File: config.mk
export PLATFORM = sky130hd
export DESIGN_NAME = regfile_wb_arbiter
export DESIGN_NICKNAME = d
export VERILOG_FILES = /design/src/rtl/regfile_wb_arbiter.sv
export SDC_FILE = /design/constraint.sdc
export NUM_CORES = 1
export LEC_CHECK = 0
export ABC_AREA = 1
export BUFFER_PORTS_ARGS = -buffer_cell sky130_fd_sc_hd__buf_2
export CAP_MARGIN = 20
export CELL_PAD_IN_SITES_DETAIL_PLACEMENT = 0
export CELL_PAD_IN_SITES_GLOBAL_PLACEMENT = 1
export CORE_MARGIN = 8
export CORE_UTILIZATION = 36
export CTS_BUF_LIST = sky130_fd_sc_hd__clkbuf_4
export DETAILED_ROUTE_END_ITERATION = 6
export PLACE_DENSITY_LB_ADDON = 0.25
export SLEW_MARGIN = 20
export SYNTH_ARGS = -nofsm -noshare
export SYNTH_HDL_FRONTEND = slang
export SYNTH_SLANG_ARGS = --single-unit
File: constraint.sdc
create_clock -name clk -period 1.5 [get_ports clk]
set_input_delay 0.15 -clock clk [delete_from_list [all_inputs] [get_ports clk]]
set_output_delay 0.15 -clock clk [all_outputs]
set_load 0.01 [all_outputs]
File: src/rtl/regfile_wb_arbiter.sv
// Writeback arbiter for the single register-file write port (memory-first, with an ALU
// starvation guard), plus a busy-bit scoreboard for read-after-write hazard queries.
module regfile_wb_arbiter #(
    parameter int DATA_WIDTH   = 32,
    parameter int ADDR_WIDTH   = 5,
    parameter int STARVE_LIMIT = 3
) (
    input  logic                  clk,
    input  logic                  resetN,
    input  logic                  aluValid,
    input  logic [ADDR_WIDTH-1:0] aluRd,
    input  logic [DATA_WIDTH-1:0] aluData,
    output logic                  aluReady,
    input  logic                  memValid,
    input  logic [ADDR_WIDTH-1:0] memRd,
    input  logic [DATA_WIDTH-1:0] memData,
    output logic                  memReady,
    input  logic                  issueValid,
    input  logic [ADDR_WIDTH-1:0] issueRd,
    input  logic [ADDR_WIDTH-1:0] rs1,
    input  logic [ADDR_WIDTH-1:0] rs2,
    output logic                  rs1Busy,
    output logic                  rs2Busy,
    output logic                  rfWriteEnable,
    output logic [ADDR_WIDTH-1:0] rfWriteRegister,
    output logic [DATA_WIDTH-1:0] rfWriteData
);

    localparam int NUM_REGS  = 2 ** ADDR_WIDTH;
    localparam int CNT_WIDTH = (STARVE_LIMIT < 1) ? 1 : $clog2(STARVE_LIMIT + 1);
    localparam logic [CNT_WIDTH-1:0] STARVE_MAX = CNT_WIDTH'(STARVE_LIMIT);

    logic [CNT_WIDTH-1:0] starve_cnt;
    logic                 starved;
    logic                 alu_grant;
    logic                 mem_grant;
    logic [NUM_REGS-1:0]  busy;

    // Memory wins contention unless the ALU has been denied STARVE_LIMIT cycles in a row.
    always_comb begin
        starved   = (starve_cnt == STARVE_MAX);
        alu_grant = resetN && aluValid && (!memValid || starved);
        mem_grant = resetN && memValid && !alu_grant;
    end

    assign aluReady = alu_grant;
    assign memReady = mem_grant;

    always_ff @(posedge clk or negedge resetN) begin
        if (!resetN) begin
            starve_cnt <= '0;
        end else if (!aluValid || alu_grant) begin
            starve_cnt <= '0;
        end else if (!starved) begin
            starve_cnt <= starve_cnt + 1'b1;
        end
    end

    // Writes to register 0 still complete the handshake but never reach the register file.
    always_ff @(posedge clk or negedge resetN) begin
        if (!resetN) begin
            rfWriteEnable   <= 1'b0;
            rfWriteRegister <= '0;
            rfWriteData     <= '0;
        end else if (alu_grant) begin
            rfWriteEnable   <= (aluRd != '0);
            rfWriteRegister <= aluRd;
            rfWriteData     <= aluData;
        end else if (mem_grant) begin
            rfWriteEnable   <= (memRd != '0);
            rfWriteRegister <= memRd;
            rfWriteData     <= memData;
        end else begin
            rfWriteEnable   <= 1'b0;
        end
    end

    // A new issue to the same register overrides the completing writeback: the newer producer is still outstanding.
    always_ff @(posedge clk or negedge resetN) begin
        if (!resetN) begin
            busy <= '0;
        end else begin
            busy[0] <= 1'b0;
            for (int i = 1; i < NUM_REGS; i++) begin
                if (issueValid && (issueRd == ADDR_WIDTH'(i))) begin
                    busy[i] <= 1'b1;
                end else if (rfWriteEnable && (rfWriteRegister == ADDR_WIDTH'(i))) begin
                    busy[i] <= 1'b0;
                end
            end
        end
    end

    assign rs1Busy = busy[rs1];
    assign rs2Busy = busy[rs2];

endmodule

# Word-level counts from Yosys, hierarchy flattened
# Cells that the tools add are included.
dict set report classes {
  addsub 1
  magnitude_cmp 2
  n_eq_ne 64
  n_mux 74
  reduce_logical 105
}
# cell count
set ops {}
lappend ops {{$eq 5x5->1 const B} 32}
lappend ops {{$eq 5x4->1 const B} 16}
lappend ops {{$logic_and 1x1->1} 66}
lappend ops {{$mux 1} 66}
lappend ops {{$mux 32} 2}
lappend ops {{$reduce_bool 2->1} 32}
lappend ops {{$eq 5x3->1 const B} 8}
lappend ops {{$eq 5x2->1 const B} 4}
lappend ops {{$lt 5x6->1 const B} 2}
lappend ops {{$bmux 1 s5} 2}
lappend ops {{$eq 5x1->1 const B} 2}
lappend ops {{$mux 5} 2}
lappend ops {{$reduce_bool 5->1} 2}
lappend ops {{$mux 2} 2}
lappend ops {{$logic_not 1->1} 3}
lappend ops {{$add 2x1->2 const B} 1}
lappend ops {{$eq 2x2->1 const B} 1}
lappend ops {{$logic_or 1x1->1} 2}
lappend ops {{$ne 2x1->1 const B} 1}
dict set report word_totals {
  regBits 71
  input_bits 94
  wordCells 281
}

# Longest topological paths before layout
# Gate-level depths: netlist of the first run.
dict set report logic_depth {
  ltp_word 7
  ltp_mapped 11
  mapped_depth_nobuf 9
}

# Worst setup path before layout of the first run
# No wires, ideal clock.
dict set report synth_timing {
  kind {register to register}
  from {register starve_cnt[0]}
  to {register rfWriteRegister[3]}
  setup_time_ns 0.134
  arrival_ns 1.177
  setup_slack_ns 0.189
  stages_incl_launch_ff 7
  n_path_buf 1
  period_less_slack_ns 1.311
  path_cell_list {dfrtp_1 > ha_1 > inv_2 > a21oi_4 > buf_6 > a22oi_1 > o21ai_0}
}
dict set report synth_via {
  elab_chain_len 6
}
# element line_no
set synth_rtl {}
lappend synth_rtl {{start, declared} 33} ;# logic [CNT_WIDTH-1:0] starve_cnt;
lappend synth_rtl {{start signal, assigned} 55} ;# starve_cnt <= starve_cnt + 1'b1;
lappend synth_rtl {{$eq 2x2->1 *} 41} ;# starved = (starve_cnt == STARVE_MAX);
lappend synth_rtl {{$logic_or 1x1->1 *} 42} ;# alu_grant = resetN && aluValid && (!memValid || starved);
lappend synth_rtl {{$logic_and 1x1->1 *} 42}
lappend synth_rtl {{$logic_not 1->1} 43} ;# mem_grant = resetN && memValid && !alu_grant;
lappend synth_rtl {{$logic_and 1x1->1} 43}
lappend synth_rtl {{$reduce_bool 2->1 (no line)} --}
lappend synth_rtl {{end signal, assigned} 67} ;# rfWriteRegister <= aluRd;
lappend synth_rtl {{end signal, assigned} 71} ;# rfWriteRegister <= memRd;
lappend synth_rtl {{end, declared} 25} ;# output logic [ADDR_WIDTH-1:0] rfWriteRegister,
# Mark *: on every way between the ends. The rest lies on a longest branch, timed or not.
# A chain may end at the register's enable or synchronous reset.

# Worst setup path in the final report of the first run
dict set report layout_timing {
  from {register starve_cnt[1]}
  to {output memReady}
}
dict set report layout_via {
  elab_chain_len 5
}
# element line_no
set layout_rtl {}
lappend layout_rtl {{$eq 2x2->1} 41}
lappend layout_rtl {{$logic_or 1x1->1} 42}
lappend layout_rtl {{$logic_and 1x1->1} 42}
lappend layout_rtl {{$logic_not 1->1} 43}
lappend layout_rtl {{$logic_and 1x1->1} 43}
lappend layout_rtl {{end, declared} 17} ;# output logic memReady,
# No other way between the ends.

==> flow_summary.yaml, run 1 <==
critical_path:
  crit_fanout: 3
  crit_buf_inv: 3
  cp_slowest_cell: "dfrtp_1"
  cp-end-kind: "output pin"
  crit_arrival_ns: 1.55
  worst_ep_required_time_ns: 1.35
  crit_path_cell_trace: "ha_4, inv_4, a21oi_4, nor2_4, buf_12, buf_6"
  crit_family: "flip-flops"
  cp-start-kind: "register"
  crit_path_max_incr_delay_ns: 0.41
  path_class: "register to output pin"
synthesis:
  synth_top_cell_by_area: "dfrtp_1"
  synth_cell_type_count: 22
  yosysWarnings: 0
  synth-seq-cells: 71
  syn_area_sq_um: 3960
  yosysSeqAreaShare_pct: 44.9
  synth_top_family_by_area: "simple AND/OR/NAND/NOR gates"
  post_synth_xor_area_fraction_pct: 0.221
  avgSynthCellArea_sq_um: 7.00
  synth_top_area_share_pct: 44.9
  syn_nets: 660
  synthAdderAreaFrac_pct: 0.316
  muxShareOfSynthArea_pct: 0
  synth_area_leaders: "dfrtp_1, nand2_1, nand3_1, o21ai_0, inv_1"
  synth_compound_area_share_pct: 6.04
  netlist_instances: 565
  synthSimpleGateAreaFrac_pct: 40.6
detailed_routing:
  drt-pass1-iter-count: 4
  wl_met2_microns: 7220
  wl_met1_microns: 6210
  highest_layer: "met4"
  met3_length_microns: 1020
  viasPerCell: 5.00
  post-route-drc-count: 0
  wire_per_inst_microns: 16.0
  drt-total-wl_microns: 14900
  drtIter0Drc: 217
  vias: 4664
  ant_nets: 0
timing:
  period_share_pct: 113
  hold-worst-slack_ns: -0.00961
  tns_ns: -1.09
  post-route-min-period_ns: 1.70
  setup-violations-final: 22
  max_slew_margin_pct: 45.5
  hold_violations: 16
  setup_ws_ns: -0.197
  rsz0062_at_grt: "true"
  clock-skew-final_ns: 0.0184
  fmax_mhz: 589
  worst_slew_pin_slew_ns: 0.818
  drv_slew: 0
global_route:
  grt_pass1_vias: 4756
  grt_antenna_before_repair: 0
  grt_pass1_wl_microns: 23800
  grt_start_max_net_pins: 64
  overflow: 0
  grt_usage_pct: 20.3
pwr:
  pwr_density_cell_nw_per_um2: 1020
  netSwitchingPower_mw: 2.32
  leakage_nw: 3.10
  p_sw_share_pct: 37.8
  p_clk_share_pct: 17.3
  power.share.combinational_pct: 35.2
  ir_worst_vdd_mv: 0.450
  seq_power_share_pct: 47.4
  internal_power_mw: 3.83
  finalPower_mw: 6.16
run:
  maxCapViolCount: 0
floorplan:
  pin_count: 136
  initial_core_util_pct: 36.7
  die_h_microns: 121
  dieArea_sq_um: 14600
  die_x_microns: 121
  core_area_sq_um: 10800
  placementRows: 38
finish:
  area_growth_pct: 53.0
  final_common_cell: "nand2_1"
  num-fill-cells: 986
  seq_area_sq_um: 1780
  antenna-diode-count: 0
  drive_gt1_share_pct: 29.3
  nets: 884
  final_cell_mix: "nand2_1, buf_2, nand3_1"
  multiInputGateArea_sq_um: 2060
clock_network:
  numCtsBuffers: 9
  clockBufferDepth: 2
  clk_latency_ns: 0.43
  clock-sinks: 71
  path_clk_slew_ns: 0.11
  cts_tree: "yes"
  htree_levels: 3
  cts_root_buf: "clkbuf_4"
placed_design:
  dp_hpwl_microns: 9940
  globalplace.congestion: 0.848
  portBuffers: 135
run_status:
  status: "finished with violations"
  failed_checks: "negative hold slack, negative setup slack"
hold_path:
  min_path_type: "input pin to asynchronous set/reset pin"
-- worst paths after layout --
check,from,to,slack (ns),depth (start not counted)
worst max-delay path,starve_cnt[1]$_DFFE_PN0P_,memReady,-0.20,6
worst min-delay path,resetN,rfWriteRegister[0]$_DFFE_PN0P_,-0.01,2
worst max register to register,starve_cnt[1]$_DFFE_PN0P_,rfWriteData[25]$_DFFE_PN0P_,-0.04,8
worst min register to register,rfWriteData[20]$_DFFE_PN0P_,rfWriteData[20]$_DFFE_PN0P_,0.51,2
max in group asynchronous,resetN,rfWriteData[1]$_DFFE_PN0P_,0.97,2
min in group clk,issueRd[4],busy[16]$_DFFE_PN0P_,0.03,3
-- through the flow --
step	utilization, %	setup WS (ns)	area (sq um)	hold WS [ns]	std cells
after floorplan	-	0.189	3960	-0.146	565
after global placement	44.2	0.0339	4770	0.159	829
after detailed placement	44.2	-0.00340	4770	0.167	829
after CTS	53.9	-0.249	5810	0.00892	926
after global routing	56.1	-0.268	6050	0.0248	933
final	56.1	-0.197	6050	-0.00961	933
-- kinds of logic (layout without fill, tap and decap cells) --
family                     after synthesis  after routing
adders and majority gates                1              1
buffers and inverters                   65            293
DFF                                     71             71
and+or+nand+nor                        386            386
xor gates and xnor gates                 1              1
AOI/OAI and AO/OA                       41             41
-- synth_stat cells --
master / instances
a22oi_1: 1
o21ai_0: 32
inv_1: 35
o31ai_1: 2
buf_2: 10
nand2_1: 240
o221ai_1: 4
ha_1: 1
nor2_4: 1
buf_4: 3
nand2_2: 1
dfrtp_1: 71
xor2_1: 1
nand4_1: 2
a21oi_1: 1
clkbuf_1: 2
nor2_1: 28
a21oi_4: 1
inv_2: 5
buf_1: 4
buf_6: 6
nand3_1: 114
-- power groups by stage --
stage          sequential, mW  clock [mW]  combinational, mW
6_report                 2.92        1.07               2.17
5_1_grt                  3.00        1.16               2.44
4_1_cts                  2.92        1.08               2.03
3_5_place_dp             2.95           0               1.77
3_3_place_gp             2.93           0               1.74
2_1_floorplan            2.86           0               1.05
-- layer usage --
layer | up-vias | global-route usage (%)
met5 | - | 0
met3 | 33 | 5.31
met2 | 172 | 33.4
met1 | 2189 | 23.9
met4 | 0 | 10.1
li1 | 2270 | -
-- registers in the layout, indices dropped and copies added, names as in the netlist --
name             cells
rfWriteData         32
rfWriteRegister      5
rfWriteEnable        1
busy                31
starve_cnt           2
-- cell type report --
type,count,area share [%]
multi-input cells,429,34.0
clock inverters,2,0.145
well taps,140,2.89
flip-flops and latches,71,29.4
clock buffers,13,1.61
inverters,40,2.52
repair buffers,238,29.5
-- timing repair --
action | in CTS | in global routing
gates cloned | 2 | 1
resized for setup | 21 | 43
hold buffers | 72 | 0
hold endpoints to repair | 48 | 0
endpoints found under the setup margin | 23 | 42
buffers inserted | 8 | 6
pin swaps | 15 | 16
(Power assumes the default switching activity.)
==> inputs of run 2 (changes only) <==
Settings changed: ABC_AREA 1 to default, CORE_UTILIZATION 36 to 38.
Clock period 1.5 ns to 1.6 ns, I/O delays scaled along.
==> run 2 against run 1 <==
Net effect:
- the run ends with design-rule violations, negative setup slack left
- clock power rose by 37%
- sequential power shrank 12%
- worst hold slack improved by 0.049 ns
- count of clock-buffer cells in the layout down 3
- global-route usage is 1.2 points higher
- combinational power down 16%
- core utilization increased by 6.2 points
- final cell count fell by 25%
- highest routed layer unchanged
- clock skew decreased by 0.0020 ns
- largest cell class is now non-clock buffers
- area after synthesis shrank 9.6%
- via count is 15% lower
==> flow_summary.yaml, run 2 <==
detailed_routing:
  vias: 3947
  viasPerCell: 5.63
  ant_nets: 0
  post-route-drc-count: 2
  drt-pass1-iter-count: 7
  drtIter0Drc: 373
  wire_per_inst_microns: 20.2
  drt-total-wl_microns: 14200
synthesis:
  syn_nets: 442
  async_reset_ff_share_pct: 100
  synth_top_area_share_pct: 49.7
  synth_area_leaders: "dfrtp_1, a222oi_1, o21ai_0, mux2i_1, inv_1"
  synth-seq-cells: 71
  avgSynthCellArea_sq_um: 10.3
  ys.flop_type: "dfrtp_1"
  yosysWarnings: 0
  synth.most_common_cell: "dfrtp_1"
  yosysSeqAreaShare_pct: 49.7
  synth_top_cell_by_area: "dfrtp_1"
  syn_area_sq_um: 3580
  synthTopCellsByCount: "dfrtp_1, o21ai_0, inv_1"
  synth_edf_count: 0
  netlist_instances: 347
  synth_cell_type_count: 33
finish:
  area_growth_pct: 59.9
  reg_top3: "rfWriteData: 32 flops, busy: 31 flops, rfWriteRegister: 5 flops"
  top_register: "rfWriteData"
  largest_register_ffs: 32
  seq_area_sq_um: 1780
  final_common_cell: "buf_2"
  drive_gt1_share_pct: 34.4
  multiInputGateArea_sq_um: 1610
  nets: 678
  num-fill-cells: 709
  final_cell_mix: "buf_2, dlygate4sd3_1, dfrtp_1"
global_route:
  grt_antenna_before_repair: 2
  grt_usage_pct: 21.5
  overflow: 0
  grt_start_max_net_pins: 60
  grt_pass1_vias: 4175
  grt_pass1_wl_microns: 21800
timing:
  hold-worst-slack_ns: 0.0392
  period_share_pct: 127
  worst_slew_pin_slew_ns: 0.759
  setup_ws_ns: -0.429
  drv_slew: 0
  fmax_mhz: 493
  clock-skew-final_ns: 0.0164
  max_slew_margin_pct: 49.4
  hold_violations: 0
  setup-violations-final: 10
  rsz0062_at_grt: "true"
  post-route-min-period_ns: 2.03
floorplan:
  placementRows: 35
  core_area_sq_um: 9200
  die_x_microns: 113
  pin_count: 136
  initial_core_util_pct: 38.9
  dieArea_sq_um: 12800
  die_h_microns: 113
critical_path:
  crit_path_cell_trace: "mux4_2, mux2_4, nand3b_1, nand4_1, buf_2"
  r2r-end: "rfWriteRegister[4]$_DFFE_PN0P_"
  crit_end: "rs1Busy"
  cp.depth: 5
  reg2reg_depth: 8
  crit_fanout: 2
  crit_arrival_ns: 1.87
  crit_path_max_incr_delay_ns: 0.46
  startpoint: "busy[19]$_DFFE_PN0P_"
  crit_buf_inv: 1
  path_class: "register to output pin"
  cp-end-kind: "output pin"
  cp-start-kind: "register"
  ff2ff_setup_slack_ns: -0.07
  crit_family: "multiplexers"
  r2r-start: "starve_cnt[0]$_DFFE_PN0P_"
  worst_ep_required_time_ns: 1.44
  cp_slowest_cell: "mux4_2"
clock_network:
  numCtsBuffers: 9
  clockBufferDepth: 2
  path_clk_slew_ns: 0.12
  cts_root_buf: "clkbuf_4"
  htree_levels: 3
  clk_latency_ns: 0.40
  clock-sinks: 71
  cts_tree: "yes"
placed_design:
  dp_hpwl_microns: 8900
  portBuffers: 135
  pre_cts_ws_ns: -0.0548
  globalplace.congestion: 0.820
pwr:
  ir_worst_vdd_mv: 0.475
  power.share.combinational_pct: 31.1
  finalPower_mw: 5.88
  p_sw_share_pct: 31.7
  netSwitchingPower_mw: 1.86
  p_clk_share_pct: 25.0
  pwr_density_cell_nw_per_um2: 1030
  leakage_nw: 2.72
  seq_power_share_pct: 43.9
  internal_power_mw: 4.01
run_status:
  failed_checks: "design-rule violations, negative setup slack"
  status: "finished with violations"
run:
  maxCapViolCount: 0
hold_path:
  min_path_type: "input pin to register"
-- run 2: cell types whose count changed in the layout (fill, tap and decap cells not counted), moves of 18 or more --
cell	previous run	this run
nand3_1	89	12
nand2_1	225	11
nand3_2	25	0
nor2_1	28	10
a222oi_1	0	37
mux2i_1	0	18
o21ai_0	31	63
-- run 2: logic make-up after synthesis --
kind of cell	synth area share, %
buf+inv	6.57
xor+xnor	0.245
mux	9.76
flops	49.7
simple gates	11.3
compound gates	22.2
fa+ha+maj	0.350
-- run 2: timing repair --
item / in CTS / in global routing
pin swaps: 5 / 11
gates cloned: 2 / 3
hold buffers: 75 / 0
hold endpoints to repair: 50 / 0
endpoints found under the setup margin: 4 / 37
gates resized for setup: 13 / 13
setup buffers: 9 / 6
-- run 2: layout make-up --
cell class / count / area share (%)
Multi-Input combinational cell: 217 / 28.2
Clock inverter: 6 / 1.90
Timing Repair Buffer: 244 / 32.4
Tap cell: 111 / 2.43
Clock buffer: 10 / 1.31
Inverter: 40 / 2.62
Sequential cell: 71 / 31.1
Antenna cell: 2 / 0.0875
-- run 2: through the flow --
step	utilization (%)	setup TNS (ns)	cell area, sq um	cells
final	62.2	-1.12	5720	701
after global routing	62.2	-2.37	5720	701
after CTS	60.3	-0.998	5550	690
after detailed placement	48.2	-0.0548	4440	588
after global placement	48.2	-0.0408	4440	588
after floorplan	-	0	3580	347
-- run 2: worst min-delay path: stages --
cell and delay, ns:
buf_2 0.15, nand2b_4 0.07, nor2_1 0.03
-- run 2: how the worst min path moves through the flow --
stage | startpoint | endpoint | cells past startpoint
2_1_floorplan | resetN | busy[10]$_DFFE_PN0P_ | 0
3_3_place_gp | resetN | rfWriteData[10]$_DFFE_PN0P_ | 1
6_report | aluValid | starve_cnt[0]$_DFFE_PN0P_ | 3
5_1_grt | aluValid | starve_cnt[1]$_DFFE_PN0P_ | 3
4_1_cts | aluValid | starve_cnt[1]$_DFFE_PN0P_ | 3
3_5_place_dp | resetN | rfWriteData[10]$_DFFE_PN0P_ | 1
-- run 2: metal layers --
metal / GRT usage [%] / up-vias / wire (microns) / share of wire, %
li1: - / 1797 / - / -
met1: 24.8 / 1896 / 5640 / 40
met2: 35.4 / 229 / 6800 / 48
met3: 9.05 / 25 / 1490 / 10
met4: 6.84 / 0 / 256 / 1.8
met5: 0 / - / 0 / 0
-- run 2: power by group through the flow --
stage                     logic, mW  registers [mW]  clock network [mW]
after global routing           2.01            2.64                1.57
final                          1.83            2.58                1.47
after CTS                      1.75            2.57                1.48
after global placement         1.43            2.59                   0
after floorplan               0.805            2.54                   0
after detailed placement       1.45            2.60                   0
==> inputs of run 3 (changes only) <==
Settings changed: HOLD_SLACK_MARGIN from default to 0.06.
==> run 3 against run 2 <==
Net effect:
- the flow still finishes with violations (design-rule violations, negative setup slack)
- fmax hardly changed
- sequential share of layout area fell by 0.054 points
- first-iteration DRC count shrank 1.6%
- routed wire length down 0.18%
- non-clock buffer count increased by 1
- clock power about the same
- worst setup slack worse by 0.0012 ns
- final cell count is 0.14% higher
- flip-flop and latch count unchanged
- worst hold slack better by 0.065 ns
- count of clock-buffer cells in the layout did not move
- critical path type unchanged
- largest cell class unchanged
==> flow_summary.yaml, run 3 (synthesized netlist as in run 2, its figures left out) <==
run_status:
  status: "finished with violations"
  failed_checks: "design-rule violations, negative setup slack"
pwr:
  leakage_nw: 2.73
  finalPower_mw: 5.88
  ir_worst_vdd_mv: 0.476
  pwr_density_cell_nw_per_um2: 1030
placed_design:
  portBuffers: 135
  globalplace.congestion: 0.820
  dp_hpwl_microns: 8900
  place_area_sq_um: 4440
detailed_routing:
  drt-total-wl_microns: 14200
  wire_per_inst_microns: 20.2
  post-route-drc-count: 9
  drt-pass1-iter-count: 7
  vias: 3997
  viasPerCell: 5.69
  ant_nets: 0
  drtIter0Drc: 367
critical_path:
  path_class: "register to output pin"
  worst_ep_required_time_ns: 1.44
  crit_arrival_ns: 1.87
  crit_fanout: 2
  cp-end-kind: "output pin"
  cp-start-kind: "register"
finish:
  final_common_cell: "buf_2"
  area_growth_pct: 60.2
  reg_top3: "rfWriteData: 32 flops, busy: 31 flops, rfWriteRegister: 5 flops"
  final_area_sq_um: 5730
  final_cell_mix: "buf_2, dlygate4sd3_1, dfrtp_1"
  largest_register_ffs: 32
  drive_gt1_share_pct: 34.3
  top_register: "rfWriteData"
  nets: 679
  num-fill-cells: 709
global_route:
  grt_antenna_before_repair: 2
  grt_pass1_wl_microns: 21800
  grt_start_max_net_pins: 60
  overflow: 0
  grt_usage_pct: 21.5
  grt_pass1_vias: 4183
floorplan:
  placementRows: 35
  dieArea_sq_um: 12800
  initial_core_util_pct: 38.9
  die_h_microns: 113
  die_x_microns: 113
  core_area_sq_um: 9200
  pin_count: 136
run:
  maxCapViolCount: 0
timing:
  hold_violations: 0
  rsz0062_at_grt: "true"
  max_slew_margin_pct: 49.0
  clock-skew-final_ns: 0.0177
  hold-worst-slack_ns: 0.104
  drv_slew: 0
  setup-violations-final: 10
  worst_slew_pin_slew_ns: 0.765
  period_share_pct: 127
  post-route-min-period_ns: 2.03
  setup_ws_ns: -0.430
  fmax_mhz: 493
hold_path:
  min_path_type: "input pin to asynchronous set/reset pin"
clock_network:
  clk_latency_ns: 0.41
  htree_levels: 3
  numCtsBuffers: 9
  clock-sinks: 71
  clockBufferDepth: 2
  cts_root_buf: "clkbuf_4"
  cts_tree: "yes"
  path_clk_slew_ns: 0.12
[run 3: cell types whose count changed in the layout (fill, tap and decap cells not counted)]
cell	previous run	this run
dlygate4sd3_1	75	76
[run 3: report_power, final]
group,switching (mW),internal (mW)
Sequential,0.358,2.22
Combinational,0.845,0.985
Clock,0.667,0.804
[run 3: metrics by stage]
stage	cells	TNS (ns)	util (%)	setup WS, ns
global route	702	-2.37	62.3	-0.591
finish	702	-1.09	62.3	-0.430
global placement	588	-0.0408	48.2	-0.0408
detailed placement	588	-0.0548	48.2	-0.0548
CTS	691	-0.998	60.4	-0.455
floorplan	347	0	-	0.0785
[run 3: worst max-delay path, stage by stage, from the launching register on]
cell,delay [ns]
dfrtp_1,0.41
mux4_2,0.46
mux2_4,0.29
nand3b_1,0.08
nand4_1,0.07
buf_2,0.15
[run 3: path summary, 6_finish.rpt]
| path | startpoint | cells after the start | slack, ns | end |
|---|---|---|---|---|
| worst max-delay path | busy[19]$_DFFE_PN0P_ | 5 | -0.43 | rs1Busy |
| worst min-delay path | resetN | 2 | 0.10 | rfWriteData[0]$_DFFE_PN0P_ |
| worst max register to register | starve_cnt[0]$_DFFE_PN0P_ | 8 | -0.07 | rfWriteRegister[4]$_DFFE_PN0P_ |
| worst min register to register | rfWriteData[18]$_DFFE_PN0P_ | 2 | 0.52 | rfWriteData[18]$_DFFE_PN0P_ |
| max in group asynchronous | resetN | 3 | 0.50 | rfWriteRegister[1]$_DFFE_PN0P_ |
| min in group clk | issueRd[4] | 3 | 0.14 | busy[30]$_DFFE_PN0P_ |
[run 3: area by class of cell]
cell class                      instances  area [sq um]  area share, %
Clock inverter                          6           109           1.90
Inverter                               40           150           2.62
Timing Repair Buffer                  245          1860           32.5
Sequential cell                        71          1780           31.0
Tap cell                              111           139           2.42
Clock buffer                           10          75.1           1.31
Multi-Input combinational cell        217          1610           28.1
Antenna cell                            2          5.00         0.0873
[run 3: metal layers]
layer,GRT usage (%),vias to the layer above,part of all wire (%)
met5,0,-,0
li1,-,1796,-
met2,35.4,233,48
met1,24.8,1944,40
met4,6.84,0,1.8
met3,9.05,24,11
[run 3: timing repair]
action / in CTS / in global routing
endpoints found under the setup margin: 4 / 37
buffers inserted: 9 / 6
pin swaps: 5 / 11
endpoints found under the hold margin: 111 / 0
cloned: 2 / 3
hold buffers: 76 / 0
resized for setup: 13 / 13
